==> src/rtl/fill_engine.sv <==
// Rectangle-fill engine: walks a clipped rectangle in raster order and issues one
// pixel write per covered on-screen pixel over the request/complete handshake.
module fill_engine #(
  parameter int SCREEN_WIDTH  = 320,
  parameter int SCREEN_HEIGHT = 240
) (
  input  logic       clock,
  input  logic       resetN,
  input  logic       cmdValid,
  output logic       cmdReady,
  input  logic [8:0] cmdX0,
  input  logic [7:0] cmdY0,
  input  logic [8:0] cmdWidth,
  input  logic [7:0] cmdHeight,
  input  logic [7:0] cmdColor,
  output logic [8:0] memoryXCoord,
  output logic [7:0] memoryYCoord,
  output logic [7:0] memoryWriteData,
  output logic       memoryWriteRequest,
  input  logic       memoryWriteComplete,
  output logic       busy,
  output logic       done
);

  typedef enum logic [2:0] {IDLE, SETUP, REQUEST, GAP, DONE} state_t;

  localparam logic [9:0] X_LIMIT = 10'(SCREEN_WIDTH);
  localparam logic [9:0] Y_LIMIT = 10'(SCREEN_HEIGHT);

  state_t     state, state_next;
  logic [8:0] x0, width, cur_x;
  logic [7:0] y0, height, cur_y, color;
  logic [9:0] x_end, y_end;
  logic [9:0] x_sum, y_sum, x_end_calc, y_end_calc;
  logic       empty, x_step, y_step;

  // Extents are evaluated in 10 bits so that x0+width can never wrap.
  always_comb begin
    x_sum      = {1'b0, x0} + {1'b0, width};
    y_sum      = {2'b0, y0} + {2'b0, height};
    x_end_calc = (x_sum > X_LIMIT) ? X_LIMIT : x_sum;
    y_end_calc = (y_sum > Y_LIMIT) ? Y_LIMIT : y_sum;
    empty      = (width == 9'd0) || (height == 8'd0) ||
                 ({1'b0, x0} >= X_LIMIT) || ({2'b0, y0} >= Y_LIMIT);
    x_step     = ({1'b0, cur_x} + 10'd1) < x_end;
    y_step     = ({2'b0, cur_y} + 10'd1) < y_end;
  end

  always_ff @(posedge clock or negedge resetN) begin
    if (!resetN) state <= IDLE;
    else         state <= state_next;
  end

  always_comb begin
    state_next = state;
    case (state)
      IDLE:    if (cmdValid) state_next = SETUP;
      SETUP:   state_next = empty ? DONE : REQUEST;
      REQUEST: if (memoryWriteComplete) state_next = (x_step || y_step) ? GAP : DONE;
      GAP:     state_next = REQUEST;
      DONE:    state_next = IDLE;
      default: state_next = IDLE;
    endcase
  end

  always_ff @(posedge clock or negedge resetN) begin
    if (!resetN) begin
      x0     <= '0;
      y0     <= '0;
      width  <= '0;
      height <= '0;
      color  <= '0;
      x_end  <= '0;
      y_end  <= '0;
      cur_x  <= '0;
      cur_y  <= '0;
    end else begin
      case (state)
        IDLE: if (cmdValid) begin
          x0     <= cmdX0;
          y0     <= cmdY0;
          width  <= cmdWidth;
          height <= cmdHeight;
          color  <= cmdColor;
        end
        SETUP: begin
          x_end <= x_end_calc;
          y_end <= y_end_calc;
          if (!empty) begin
            cur_x <= x0;
            cur_y <= y0;
          end
        end
        REQUEST: if (memoryWriteComplete) begin
          if (x_step) begin
            cur_x <= cur_x + 9'd1;
          end else if (y_step) begin
            cur_x <= x0;
            cur_y <= cur_y + 8'd1;
          end
        end
        default: ;
      endcase
    end
  end

  assign cmdReady           = (state == IDLE);
  assign busy               = (state != IDLE);
  assign done               = (state == DONE);
  assign memoryWriteRequest = (state == REQUEST);
  assign memoryXCoord       = cur_x;
  assign memoryYCoord       = cur_y;
  assign memoryWriteData    = color;

endmodule

==> config.mk <==
export PLATFORM = sky130hd
export DESIGN_NAME = fill_engine
export DESIGN_NICKNAME = d
export VERILOG_FILES = /design/src/rtl/fill_engine.sv
export SDC_FILE = /design/constraint.sdc
export NUM_CORES = 1
export LEC_CHECK = 0
export CAP_MARGIN = 30
export CORE_UTILIZATION = 50
export DETAILED_ROUTE_END_ITERATION = 8
export PLACE_DENSITY = 0.78
export SKIP_LAST_GASP = 1
export SYNTH_ARGS = -nofsm -noshare
export SYNTH_HDL_FRONTEND = slang
export SYNTH_SLANG_ARGS = --single-unit
export TNS_END_PERCENT = 1
==> constraint.sdc <==
create_clock -name clock -period 3.2 [get_ports clock]
set_input_delay 0.32 -clock clock [delete_from_list [all_inputs] [get_ports clock]]
set_output_delay 0.32 -clock clock [all_outputs]
set_load 0.02 [all_outputs]
# Word level (Yosys, flattened, before mapping)
# Cells that the tools add are included.
[word_totals] ff_bits=82 elab_cells=62
[classes] add_sub_neg=6 n_lt_le_gt_ge=6 n_eq_ne=10 mux=17 n_reduce_logical=13
[ops] operator="$mux W9" count=5
[ops] operator="$mux W8" count=4
[ops] operator="$pmux W9 S2" count=1
[ops] operator="$pmux W8 S2" count=1
[ops] operator="$mux W3" count=4
[ops] operator="$pmux W3 S4" count=1
[ops] operator="$add A9 B1 Y10 const B" count=1
[ops] operator="$add A9 B9 Y10" count=1
[ops] operator="$gt A10 B9 Y1 const B" count=1
[ops] operator="$lt A10 B10 Y1" count=1
[ops] operator="$lt A9 B10 Y1" count=1
[ops] operator="$mux W10" count=1
[ops] operator="$add A8 B1 Y9 const B" count=1
[ops] operator="$add A8 B8 Y9" count=1
[ops] operator="$add A9 B1 Y9 const B" count=1
[ops] operator="$ge A9 B9 Y1 const B" count=1
[ops] operator="$gt A9 B8 Y1 const B" count=1
[ops] operator="$logic_not A9 Y1" count=1
[ops] operator="$add A8 B1 Y8 const B" count=1
[ops] operator="$ge A8 B8 Y1 const B" count=1
[ops] operator="$logic_not A8 Y1" count=1
[ops] operator="$eq A3 B2 Y1 const B" count=2
[ops] operator="$ne A2 B2 Y1 const B" count=3
[ops] operator="$reduce_and A5 Y1" count=1
[ops] operator="other kinds (10)" count=15

# Depth between registers and ports, before layout
[depth] word_depth=6 ltp_mapped=13 depth_no_buf=12

# Least setup slack after synthesis
# Ideal clock, no wire load.
[synth_path] kind="flip-flop to flip-flop" startpoint="register cur_x[0] (netlist: memoryXCoord[0])" endpoint="register cur_x[0] (netlist: memoryXCoord[0])" setup_ns=0.125 arrival_ns=3.087 t_required_ns=3.075 setup_slack_ns=-0.012 path_stages_with_launch=14 path_buffers=1 synth_period_minus_slack_ns=3.212 cell_sequence="dfrtp_1 ha_1 nand2_1 or3_1 nor2_1 xor2_1 ha_1 and4_1 o211ai_2 nand3_4 nor3b_4 or2_1 buf_6 mux2_4"
[synth_between] elab_chain_cells=5
[synth_lines] element="start: declaration" line="31" text="logic [8:0] x0, width, cur_x;"
[synth_lines] element="start signal: assignment" line="96" text="cur_x <= cur_x + 9'd1;"
[synth_lines] element="$add A9 B1 Y10" line="45" text="x_step = ({1'b0, cur_x} + 10'd1) < x_end;"
[synth_lines] element="$lt A10 B10 Y1" line="45"
[synth_lines] element="$mux W9" line="95" text="if (x_step) begin"
[synth_lines] element="$mux W9" line="94" text="REQUEST: if (memoryWriteComplete) begin"
[synth_lines] element="$pmux W9 S2" line="78" text="case (state)"
# Parallel ways exist; a longest one is shown, timed or not. The select of a mux whose other input is x is not followed.
# A chain may end at the register's enable or synchronous reset.

# Worst setup path in the final report
[layout_path] startpoint="register cur_x[1] (netlist: memoryXCoord[1])" endpoint="register cur_x[2] (netlist: memoryXCoord[2])"
# The elaborated chain is that of the path after synthesis.

==> results.sh <==
export IMPL_crit_arrival_ns=3.30
export IMPL_ant_nets=0
export IMPL_die_y_um=102
export IMPL_io_pins=75
export IMPL_cts_max_path_buffers=2
export IMPL_routed_wl_um=11700
export IMPL_powerDensity_mw_per_mm2=1270
export IMPL_die_area_mm2=0.0103
export IMPL_firstDrtPassIters=5
export IMPL_setup_violations=0
export IMPL_grt_usage_pct=23.6
export IMPL_drc=0
export IMPL_p_int_w=0.00421
export IMPL_clock_sinks=81
export IMPL_instances_no_fill=692
export IMPL_final_common_cell="dfrtp_1"
export IMPL_clkPwrFrac_pct=9.8
export IMPL_n_antenna_cell=0
export IMPL_p_leak_nw=2.65
export IMPL_wire_per_inst_um=16.9
export IMPL_core_mm2=0.00968
export IMPL_synth_warnings=0
export IMPL_fmax_ghz=0.327
export IMPL_endpoint_kind="flop"
export IMPL_syn_to_final_growth_pct=23.7
export IMPL_nets=638
export IMPL_timing_final_crit_share_pct=95.5
export IMPL_vdd_drop_max_uv=498
export IMPL_cts_root_buf="clkbuf_8"
export IMPL_htreeDepth=3
export IMPL_synth_edff_count=0
export IMPL_finalHoldViolCount=0
export IMPL_antenna_found_initial=0
export IMPL_ys_seq_area_share_pct=40.8
export IMPL_mostFrequentLayoutCells="dfrtp_1, clkdlybuf4s50_1, mux2_1"
export IMPL_dp_cells=672
export IMPL_setup_worst_path_class="flop to flop"
export IMPL_final_max_slew_violation_count=0
export IMPL_fin_hold_ws_ns=0.397
export IMPL_synth_top_flop_cell="dfrtp_1"
export IMPL_synth_seq_cells=81
export IMPL_final_util_pct=63.5
export IMPL_seqPwrFrac_pct=25.7
export IMPL_max_stage_delay_ns=0.40
export IMPL_worst_setup_path_start_kind="flop"
export IMPL_p_sw_share_pct=46.3
export IMPL_grt_pass1_vias=3789
export IMPL_timing_critical_path_mode_cell="ha_1"
export IMPL_cts_tree="built"
export IMPL_portBuffers=74
export IMPL_grt_max_degree=82
export IMPL_crit_buf_inv=1
export IMPL_p_sw_w=0.00363
export IMPL_overflow=0
export IMPL_worst_pin_slew_ns=0.599
export IMPL_required_ns=3.44
export IMPL_initial_core_util_pct=51.3
export IMPL_drv_cap=0
export IMPL_slowest_stage="or3_1"
export IMPL_hold_class="input port to asynchronous set/reset pin"
export IMPL_ys_async_sr_fraction_pct=100
export IMPL_path_max_fanout=6
export IMPL_setup_tns_ns=0
export IMPL_netlist_area_mm2=0.00497
export IMPL_syn_inst=469
export IMPL_drt_iter0_drc=149
export IMPL_pre_cts_ws_ns=0.0579
export IMPL_cts_buffers_inserted=9
export IMPL_vias=3980
export IMPL_viasPerCell=5.75
export IMPL_critical_path_top_delay_family="simple AND/OR/NAND/NOR gates"
export IMPL_fin_ws_ns=0.143
export IMPL_combPwrFrac_pct=64.6
export IMPL_rows=36
export IMPL_dp_hpwl_um=8830
export IMPL_worstSkewPairLatency_ns=0.36
export IMPL_max_slew_margin_pct=59.7
export IMPL_place_congestion=0.891
export IMPL_die_x_um=102
export IMPL_outcome="finished, final reports clean"
export IMPL_postSynthAreaPerCell_um2=10.6
export IMPL_grt_pass1_wl_um=18600
export IMPL_path_cells="ha_1 > nand2_1 > or3_1 > nor2_1 > xor2_1 > ha_1 > and4_1 > o211ai_2 > nand3_4 > nor3b_4 > or2_4 > buf_4 > o22a_1"
export IMPL_clkTransAtPathRegs_ns=0.09
export IMPL_finalCriticalPeriod_ns=3.06
export IMPL_drive_gt1_share_pct=8.94
export IMPL_synth_cell_types=67
export IMPL_syn_nets=553
export IMPL_clock_skew_ns=0.00856
[power groups by stage]
stage / clock network [W] / registers (W) / logic [W]
6_report: 0.000766 / 0.00201 / 0.00506
3_5_place_dp: 0 / 0.00202 / 0.00497
2_1_floorplan: 0 / 0.00204 / 0.00350
5_1_grt: 0.000810 / 0.00206 / 0.00555
4_1_cts: 0.000775 / 0.00200 / 0.00501
3_3_place_gp: 0 / 0.00199 / 0.00482
[area by class of cell]
cell class | instances | area [um2]
Tap cell | 133 | 166
Sequential cell | 81 | 2030
Fill cell | 821 | 3540
Multi-Input combinational cell | 344 | 2770
Timing Repair Buffer | 88 | 878
Clock buffer | 11 | 141
Inverter | 30 | 113
Clock inverter | 5 | 55.1
[kinds of logic after synthesis]
logic type	synth area share, %
mux	11.2
compound gates	18.9
xor+xnor	4.05
buf+inv	3.70
fa+ha+maj	9.87
simple gates	11.5
flops	40.8
[flip-flops by register name (all words and copies together) (netlist names)]
| name | cells |
|---|---|
| x_end | 10 |
| memoryXCoord | 9 |
| width | 9 |
| x0 | 9 |
| y_end | 9 |
| height | 8 |
| memoryWriteData | 8 |
| memoryYCoord | 8 |
| y0 | 8 |
| state | 3 |
[stage by stage]
stage | power [W] | area, um2
2_1_floorplan | 0.00554 | 4970
3_3_place_gp | 0.00681 | 5890
3_5_place_dp | 0.00699 | 5890
4_1_cts | 0.00778 | 6090
5_1_grt | 0.00842 | 6150
6_report | 0.00784 | 6150
[Yosys cell counts (3+ instances only)]
cell type | n | area (um2)
and3_1 | 3 | 18.8
o211ai_1 | 4 | 30.0
buf_2 | 9 | 45.0
a2bb2oi_1 | 5 | 43.8
clkbuf_1 | 4 | 15.0
ha_1 | 36 | 450
o22ai_1 | 5 | 31.3
nor4_1 | 5 | 31.3
a22oi_1 | 3 | 22.5
dfrtp_1 | 81 | 2030
xor2_1 | 9 | 78.8
o21a_1 | 10 | 75.1
xnor2_1 | 14 | 123
or3_1 | 9 | 56.3
nor3_1 | 9 | 45.0
and4_1 | 3 | 26.3
o21ai_1 | 18 | 90.1
inv_1 | 28 | 105
a21o_1 | 11 | 82.6
mux2i_1 | 8 | 80.1
or3b_1 | 3 | 26.3
mux2_1 | 39 | 439
a32o_1 | 3 | 30.0
nor2_1 | 12 | 45.0
o21ai_0 | 17 | 85.1
a211oi_1 | 4 | 30.0
nand2b_1 | 5 | 31.3
nand3_1 | 17 | 85.1
nand2_1 | 23 | 86.3
a21oi_1 | 22 | 110
[path summary, 6_finish.rpt]
kind                                                 from                              to  slack (ns)  cells after the start
hold / removal                                     resetN     memoryYCoord[7]$_DFFE_PN0P_        0.40                      2
min in group clock         memoryWriteData[7]$_DFFE_PN0P_  memoryWriteData[7]$_DFFE_PN0P_        0.49                      1
max in group asynchronous                          resetN            width[2]$_DFFE_PN0P_        2.21                      3
hold reg to reg            memoryWriteData[7]$_DFFE_PN0P_  memoryWriteData[7]$_DFFE_PN0P_        0.49                      1
setup reg to reg              memoryXCoord[1]$_DFFE_PN0P_     memoryXCoord[2]$_DFFE_PN0P_        0.14                     13
setup / recovery              memoryXCoord[1]$_DFFE_PN0P_     memoryXCoord[2]$_DFFE_PN0P_        0.14                     13
[metal layers]
layer  routed length, um  share of wire, %  global-route usage [%]  up-vias
li1                    -                 -                       -     1903
met2                5310                45                    36.6      116
met5                   0                 0                       0        -
met1                5600                48                    33.2     1941
met3                 606               5.2                    3.80       20
met4                 208               1.8                    8.47        0
[timing repair]
item | 4_1_cts | 5_1_grt
endpoints found under the setup margin | 0 | 5
setup buffers | 0 | 2
gates resized for setup | 0 | 2
hold buffers | 0 | 1
endpoints found under the hold margin | 0 | 20
(Power assumes the default switching activity.)
